$ cat src/rtl/cpu_isa_pkg.sv
// rtl/cpu_isa_pkg.sv - instruction fields, opcodes and loader state shared by the CPU slice
package cpu_isa_pkg;

  localparam logic [1:0] OP_ADD = 2'b00;
  localparam logic [1:0] OP_LW  = 2'b01;
  localparam logic [1:0] OP_SW  = 2'b10;
  localparam logic [1:0] OP_J   = 2'b11;

  localparam int OP_MSB  = 7;
  localparam int OP_LSB  = 6;
  localparam int RS_MSB  = 5;
  localparam int RS_LSB  = 4;
  localparam int RT_MSB  = 3;
  localparam int RT_LSB  = 2;
  localparam int IMM_MSB = 1;
  localparam int IMM_LSB = 0;

  typedef enum logic [1:0] {
    ST_IDLE = 2'd0,
    ST_LOAD = 2'd1,
    ST_RUN  = 2'd2
  } loader_state_t;

  function automatic logic [1:0] instr_op(input logic [7:0] instr);
    return instr[OP_MSB:OP_LSB];
  endfunction

endpackage

$ cat src/rtl/imem_loader_if.sv
// rtl/imem_loader_if.sv - program byte stream, fetch port and CPU control bundle
interface imem_loader_if;

  logic       load_start;
  logic       in_valid;
  logic [7:0] in_data;
  logic       in_last;
  logic       in_ready;
  logic [7:0] read_address;
  logic [7:0] instruction;
  logic       cpu_hold;
  logic [5:0] loaded_count;
  logic       load_err;

  modport master (
    output load_start, in_valid, in_data, in_last, read_address,
    input  in_ready, instruction, cpu_hold, loaded_count, load_err
  );

  modport slave (
    input  load_start, in_valid, in_data, in_last, read_address,
    output in_ready, instruction, cpu_hold, loaded_count, load_err
  );

endinterface

$ cat src/rtl/imem_array.sv
// rtl/imem_array.sv - DEPTHx8 instruction store, sync write/clear, async read
module imem_array #(
  parameter int         DEPTH = 32,
  parameter logic [7:0] FILL  = 8'h00,
  parameter int         AW    = $clog2(DEPTH)
) (
  input  logic          i_clk,
  input  logic          i_resetn,
  input  logic          i_we,
  input  logic [AW-1:0] i_waddr,
  input  logic [7:0]    i_wdata,
  input  logic [7:0]    i_raddr,
  output logic [7:0]    o_rdata
);

  localparam logic [8:0] DEPTH_W = 9'(DEPTH);

  logic [7:0] r_mem [DEPTH];

  always_ff @(posedge i_clk) begin
    if (!i_resetn) begin
      for (int i = 0; i < DEPTH; i++) r_mem[i] <= FILL;
    end else if (i_we) begin
      r_mem[i_waddr] <= i_wdata;
    end
  end

  // Out-of-range fetches return FILL so the CPU sees a harmless opcode
  always_comb begin
    o_rdata = FILL;
    if ({1'b0, i_raddr} < DEPTH_W) o_rdata = r_mem[i_raddr[AW-1:0]];
  end

endmodule

$ cat src/rtl/imem_loader.sv
// rtl/imem_loader.sv - loads a program byte stream into imem and gates CPU reset
module imem_loader
  import cpu_isa_pkg::*;
#(
  parameter int         DEPTH = 32,
  parameter logic [7:0] FILL  = 8'h00
) (
  input  logic          clk50,
  input  logic          reset,
  imem_loader_if.slave  lb
);

  localparam int            AW        = $clog2(DEPTH);
  localparam logic [AW-1:0] LAST_ADDR = AW'(DEPTH - 1);

  loader_state_t r_state;
  logic [AW-1:0] r_wr_ptr;
  logic          r_in_ready;
  logic          r_cpu_hold;
  logic          r_load_err;
  logic [5:0]    r_loaded_count;
  logic          w_accept;
  logic          w_at_end;

  assign w_accept = lb.in_valid && r_in_ready;
  assign w_at_end = (r_wr_ptr == LAST_ADDR);

  always_ff @(posedge clk50) begin
    if (!reset) begin
      r_state        <= ST_IDLE;
      r_wr_ptr       <= '0;
      r_in_ready     <= 1'b0;
      r_cpu_hold     <= 1'b1;
      r_loaded_count <= '0;
      r_load_err     <= 1'b0;
    end else begin
      case (r_state)
        ST_IDLE, ST_RUN: begin
          if (lb.load_start) begin
            r_state        <= ST_LOAD;
            r_wr_ptr       <= '0;
            r_in_ready     <= 1'b1;
            r_cpu_hold     <= 1'b1;
            r_loaded_count <= '0;
            r_load_err     <= 1'b0;
          end
        end
        ST_LOAD: begin
          if (w_accept) begin
            r_wr_ptr       <= r_wr_ptr + 1'b1;
            r_loaded_count <= r_loaded_count + 6'd1;
            // A full array without in_last ends the load as truncated
            if (lb.in_last || w_at_end) begin
              r_state    <= ST_RUN;
              r_in_ready <= 1'b0;
              r_cpu_hold <= 1'b0;
              r_load_err <= !lb.in_last;
            end
          end
        end
        default: begin
          r_state    <= ST_IDLE;
          r_in_ready <= 1'b0;
          r_cpu_hold <= 1'b1;
        end
      endcase
    end
  end

  imem_array #(
    .DEPTH (DEPTH),
    .FILL  (FILL),
    .AW    (AW)
  ) u_array (
    .i_clk    (clk50),
    .i_resetn (reset),
    .i_we     (w_accept),
    .i_waddr  (r_wr_ptr),
    .i_wdata  (lb.in_data),
    .i_raddr  (lb.read_address),
    .o_rdata  (lb.instruction)
  );

  assign lb.in_ready     = r_in_ready;
  assign lb.cpu_hold     = r_cpu_hold;
  assign lb.loaded_count = r_loaded_count;
  assign lb.load_err     = r_load_err;

endmodule

$ cat src/flat_wrapper.sv
// flat-port wrapper written by rule: the top's interface ports become plain ports
module imem_loader_flat import cpu_isa_pkg::*;
#(
  parameter int         DEPTH = 32,
  parameter logic [7:0] FILL  = 8'h00
)
  (clk50, reset, lb_load_start, lb_in_valid, lb_in_data, lb_in_last, lb_read_address, lb_in_ready, lb_instruction, lb_cpu_hold, lb_loaded_count, lb_load_err);
  imem_loader_if lb_i ();
  input  logic clk50;
  input  logic reset;
  input wire logic [$bits(lb_i.load_start)-1:0] lb_load_start;
  input wire logic [$bits(lb_i.in_valid)-1:0] lb_in_valid;
  input wire logic [$bits(lb_i.in_data)-1:0] lb_in_data;
  input wire logic [$bits(lb_i.in_last)-1:0] lb_in_last;
  input wire logic [$bits(lb_i.read_address)-1:0] lb_read_address;
  output wire logic [$bits(lb_i.in_ready)-1:0] lb_in_ready;
  output wire logic [$bits(lb_i.instruction)-1:0] lb_instruction;
  output wire logic [$bits(lb_i.cpu_hold)-1:0] lb_cpu_hold;
  output wire logic [$bits(lb_i.loaded_count)-1:0] lb_loaded_count;
  output wire logic [$bits(lb_i.load_err)-1:0] lb_load_err;
  assign lb_i.load_start = lb_load_start;
  assign lb_i.in_valid = lb_in_valid;
  assign lb_i.in_data = lb_in_data;
  assign lb_i.in_last = lb_in_last;
  assign lb_i.read_address = lb_read_address;
  assign lb_in_ready = lb_i.in_ready;
  assign lb_instruction = lb_i.instruction;
  assign lb_cpu_hold = lb_i.cpu_hold;
  assign lb_loaded_count = lb_i.loaded_count;
  assign lb_load_err = lb_i.load_err;
  imem_loader #(.DEPTH(DEPTH), .FILL(FILL)) u_core (.clk50(clk50), .reset(reset), .lb(lb_i));
endmodule
$ cat config.mk
export PLATFORM = sky130hd
export DESIGN_NAME = imem_loader_flat
export DESIGN_NICKNAME = d
export VERILOG_FILES = /design/src/rtl/cpu_isa_pkg.sv /design/src/rtl/imem_loader_if.sv /design/src/rtl/imem_array.sv /design/src/rtl/imem_loader.sv /design/src/flat_wrapper.sv
export SDC_FILE = /design/constraint.sdc
export NUM_CORES = 1
export LEC_CHECK = 0
export CAP_MARGIN = 30
export CORE_MARGIN = 2
export CORE_UTILIZATION = 35
export DETAILED_ROUTE_END_ITERATION = 16
export HOLD_SLACK_MARGIN = 0.12
export PLACE_DENSITY = 0.6
export SYNTH_ARGS = -nofsm -noshare
export SYNTH_HDL_FRONTEND = slang
export SYNTH_SLANG_ARGS = --single-unit
$ cat constraint.sdc
create_clock -name clk50 -period 2.9 [get_ports clk50]
set_clock_uncertainty 0.2 [all_clocks]
set_input_delay 0.435 -clock clk50 [delete_from_list [all_inputs] [get_ports clk50]]
set_output_delay 0.435 -clock clk50 [all_outputs]
set_load 0.1 [all_outputs]
==> summary by stage <==
Power
The static leakage is 5.52 nW. Across the VDD grid, the largest voltage drop is 368 uV. The switching power is 1.99 mW. The internal power is 6.64 mW. The switching share of total power is a little under a quarter. The share of power burned in combinational logic is 8.2%. The clock network accounts for 39.8% of the total power. The power share of the sequential group is 52.0%. The total design power is 8.63 mW. In this run the power density over the cells is 569 mW/mm^2.

Layout
The layout overhead on the synthesized area is 18.4%. The number of nets in the layout is 987. Of the cells placed in the final design, the portion with a size suffix greater than 1 is about 20%.

Clocking
The cell at the root of the clock tree is clkbuf_16. In this run the post-CTS setup repair buffer count came out at 0. The tree built by TritonCTS fans out to 272 sinks. TritonCTS built the clock tree. The deepest level of the CTS H-tree is 1. The clock passes through at most 3 buffers.

For this design, the CTS-stage hold fixing added 0 buffers. For the worst-skew pair, the clock arrives at the later sink with an insertion delay of between 0.5 and 0.6 ns. The CTS clock-pin slew for the worst setup and hold paths is approximately 0.06 ns. Clock tree synthesis inserted a total of 29 buffers.

STA
Setup repair after global routing left no endpoint under its margin. The final worst-path setup slack is 0.0462 ns. At the pin with the least slew margin, the transition time is approximately 0.57 ns. Setup violations remaining at the end of the flow were counted as 0. The time the worst path needs with I/O delays and setup is between 2 and 3 ns. Dividing the final minimum period by the clock period gives 98.4%. The final hold violation count is 0.

The worst pin sits at a relative slew slack of roughly three fifths. The timing-limited maximum frequency is about 0.35 GHz. The final count of pins violating max slew is 0.

Logic synthesis
Among all flip-flop cells after synthesis, the most frequent one is edfxtp_1. Synthesis inferred 272 register bits. The synthesized netlist net count is 898.

Of the total synthesized cell area, the portion taken by AND, OR, NAND and NOR gates is 15.9%. The cell area after technology mapping is 0.0128 mm^2. By area, the combinational part of the netlist is dominated by simple AND/OR/NAND/NOR gates. Yosys instantiated no cell more often than and2_1. Of all cell types, the one taking the most synthesized area is edfxtp_1. The mux contribution to synthesized area is 13.2%. Of the total synthesized cell area, the portion taken by full adders, half adders and majority gates is 0.586%. The gate count of the mapped netlist is 871. For this run, the register share of the synthesized area comes to 62.5%. The synthesized design devotes to its leading area cell type about three fifths of total area.

The count of different cell masters after synthesis is 49. Summing the areas of all xor and xnor instances in the mapped netlist gives 0.342% of the synthesized area. The complex-gate fraction of the synthesized area is under 10%. By count the netlist is led by and2_1 (257), edfxtp_1 (256), nor2_1 (42). By area the synthesized netlist is led by edfxtp_1 (60%), and2_1 (13%), mux4_1 (5.7%), mux4_2 (4.9%), dfxtp_1 (2.5%). The Yosys step of the flow raised 0 warnings. The mean instance size in the synthesized netlist is about 15 um^2. The number of flops mapped to enable cells by yosys is 256. The share of synthesized registers carrying an async set or reset is 0%.

Drt
In the final routed layout, each cell accounts on average for about 22 um. The detail route stage leaves a number of antenna-violating nets equal to 0. The wire length on met2 is 14600 um.

The total via count in the routed design is 7384. The pre-antenna-repair detailed-routing pass consisted of 4 iterations. The top layer used by detailed routing is met4. The number of vias per cell after detailed routing is around 5.1. For this run, design rule violations remaining after detail routing come to 0.

The number of DRC violations after detailed-routing iteration 0 is 560. In the final routing, the length of wire on met1 measures 14500 um. The routed design has 31500 um of wire.

The routed length on met3 is 1700 um.

Worst setup path
The critical path data required time is 2.27 ns. The data arrival at the endpoint of the critical path is 2.22 ns. The worst setup path is launched from a flip-flop. The largest incremental delay on the critical path is 0.52 ns. The master of the slowest instance on the critical path is mux4_1.

The number of buffers and inverters on the critical path is 1. The critical path is of the flip-flop to output pin type. The largest driver fanout on the critical path is 1. The kind of end point of the critical path is an output pin.

The critical path's top delay family is multiplexers. The critical path goes through mux4_1, mux2i_2, a221o_1, a31oi_4, buf_12.

GRT
The first-pass GRT wire length is between 40000 and 50000 um. The initial antenna violation count was 0. The aggregate global-route resource usage is 16.9%. Entering global routing, the biggest net connects 33 pins.

The via count of the first global-routing pass is 7512. The total congestion overflow is 0.

Placement
Before CTS, the worst setup slack after placement is -0.207 ns. The half-perimeter wire length after detailed placement is 20600 um. The count of input and output buffers is 37. The global placer's final weighted congestion is 0.804.

Floorplan
The floorplan step defined a die boundary enclosing 0.0382 mm^2. In this run the standard cell core region covers 0.0363 mm^2. Pin placement for this block handled 38 I/O pins. The die width is 195 um. After floorplanning, the core was divided into 70 placement rows. Measured along the y axis, the die boundary spans ~200 um. The initial cell density of the core is 35.3%.

Hold path
The tightest min-delay check is of the flip-flop to flip-flop type.

Flow run
The reported max-cap violation count is 0.

Run status
The flow ran to the end, and the final reports show no timing, DRC or antenna violations.
-- power groups by stage --
stage	Sequential (mW)	Combinational, mW	Clock (mW)
2_1_floorplan	4.55	0.404	0
3_3_place_gp	4.56	0.700	0
3_5_place_dp	4.57	0.704	0
4_1_cts	4.49	0.716	3.50
5_1_grt	4.50	0.755	3.65
6_report	4.49	0.712	3.44
-- tightest hold or removal path: cells and delay by family, from the launching register on --
kind	cells	cell delay, ns
flip-flops	1	0.32
AND/OR/NAND/NOR	1	0.06
AO/OA/AOI/OAI	1	0.05
-- path summary, 6_finish.rpt --
path / slack [ns] / from / endpoint / depth (start not counted)
worst max-delay path: 0.05 / u_core.u_array.r_mem[10][6] / lb_instruction[6] / 5
worst min-delay path: 0.29 / u_core.lb.load_err / u_core.lb.load_err / 2
worst max register to register: 0.73 / u_core.r_wr_ptr[3] / u_core.u_array.r_mem[9][5] / 3
worst min register to register: 0.29 / u_core.lb.load_err / u_core.lb.load_err / 2
-- repair_timing --
item,in CTS,in global routing
endpoints found under the setup margin,8,8
gates cloned,1,0
pin swaps,2,3
gates resized for setup,8,11
-- metrics by stage --
step,setup TNS (ns),cell area (um^2),util (%),instances,hold slack [ns]
floorplan,0,12900,-,871,0.276
global placement,-1.27,14300,39.2,1396,0.277
detailed placement,-1.33,14300,39.2,1396,0.277
CTS,0,15200,41.7,1447,0.288
global route,0,15200,41.7,1447,0.307
finish,0,15200,41.7,1448,0.289
-- per-layer routing --
| metal | up-vias | GRT usage, % |
|---|---|---|
| li1 | 3432 | - |
| met1 | 3698 | 24.4 |
| met2 | 211 | 27.0 |
| met3 | 43 | 2.80 |
| met4 | 0 | 3.56 |
| met5 | - | 0 |
-- cell type report --
| cell class | instances | area (um^2) |
|---|---|---|
| clock buffers | 36 | 752 |
| flip-flops and latches | 272 | 8010 |
| clock inverters | 14 | 104 |
| diodes | 1 | 2.50 |
| inverters | 3 | 11.3 |
| repair buffers | 120 | 1140 |
| well taps | 468 | 586 |
| fillers | 3292 | 21200 |
| multi-input cells | 534 | 4570 |
-- cell families (layout without fill, tap and decap cells) --
group | after synthesis | count (layout)
DFF | 272 | 272
buffers and inverters | 65 | 173
muxes | 88 | 88
other | 0 | 1
and+or+nand+nor | 345 | 345
xor gates and xnor gates | 5 | 5
adders and majority gates | 6 | 6
AOI/OAI and AO/OA | 90 | 90
-- flip-flops by register name, summed over array words and instances, names as in the netlist --
signal / count
u_core.lb.load_err: 1
u_core.lb.cpu_hold: 1
u_core.lb.loaded_count: 6
u_core.lb.in_ready: 1
u_core.r_wr_ptr: 5
u_core.r_state: 2
u_core.u_array.r_mem: 256
-- placed cells by master, fill, tap and decap left out, types with 16 or more instances in the layout --
cell	n
and2_1	257
edfxtp_1	256
buf_4	85
nor2_1	42
o21ai_0	37
mux4_2	30
mux2i_1	29
clkbuf_16	29
mux4_1	26
clkdlybuf4s50_1	16
(Power assumes the default switching activity.)
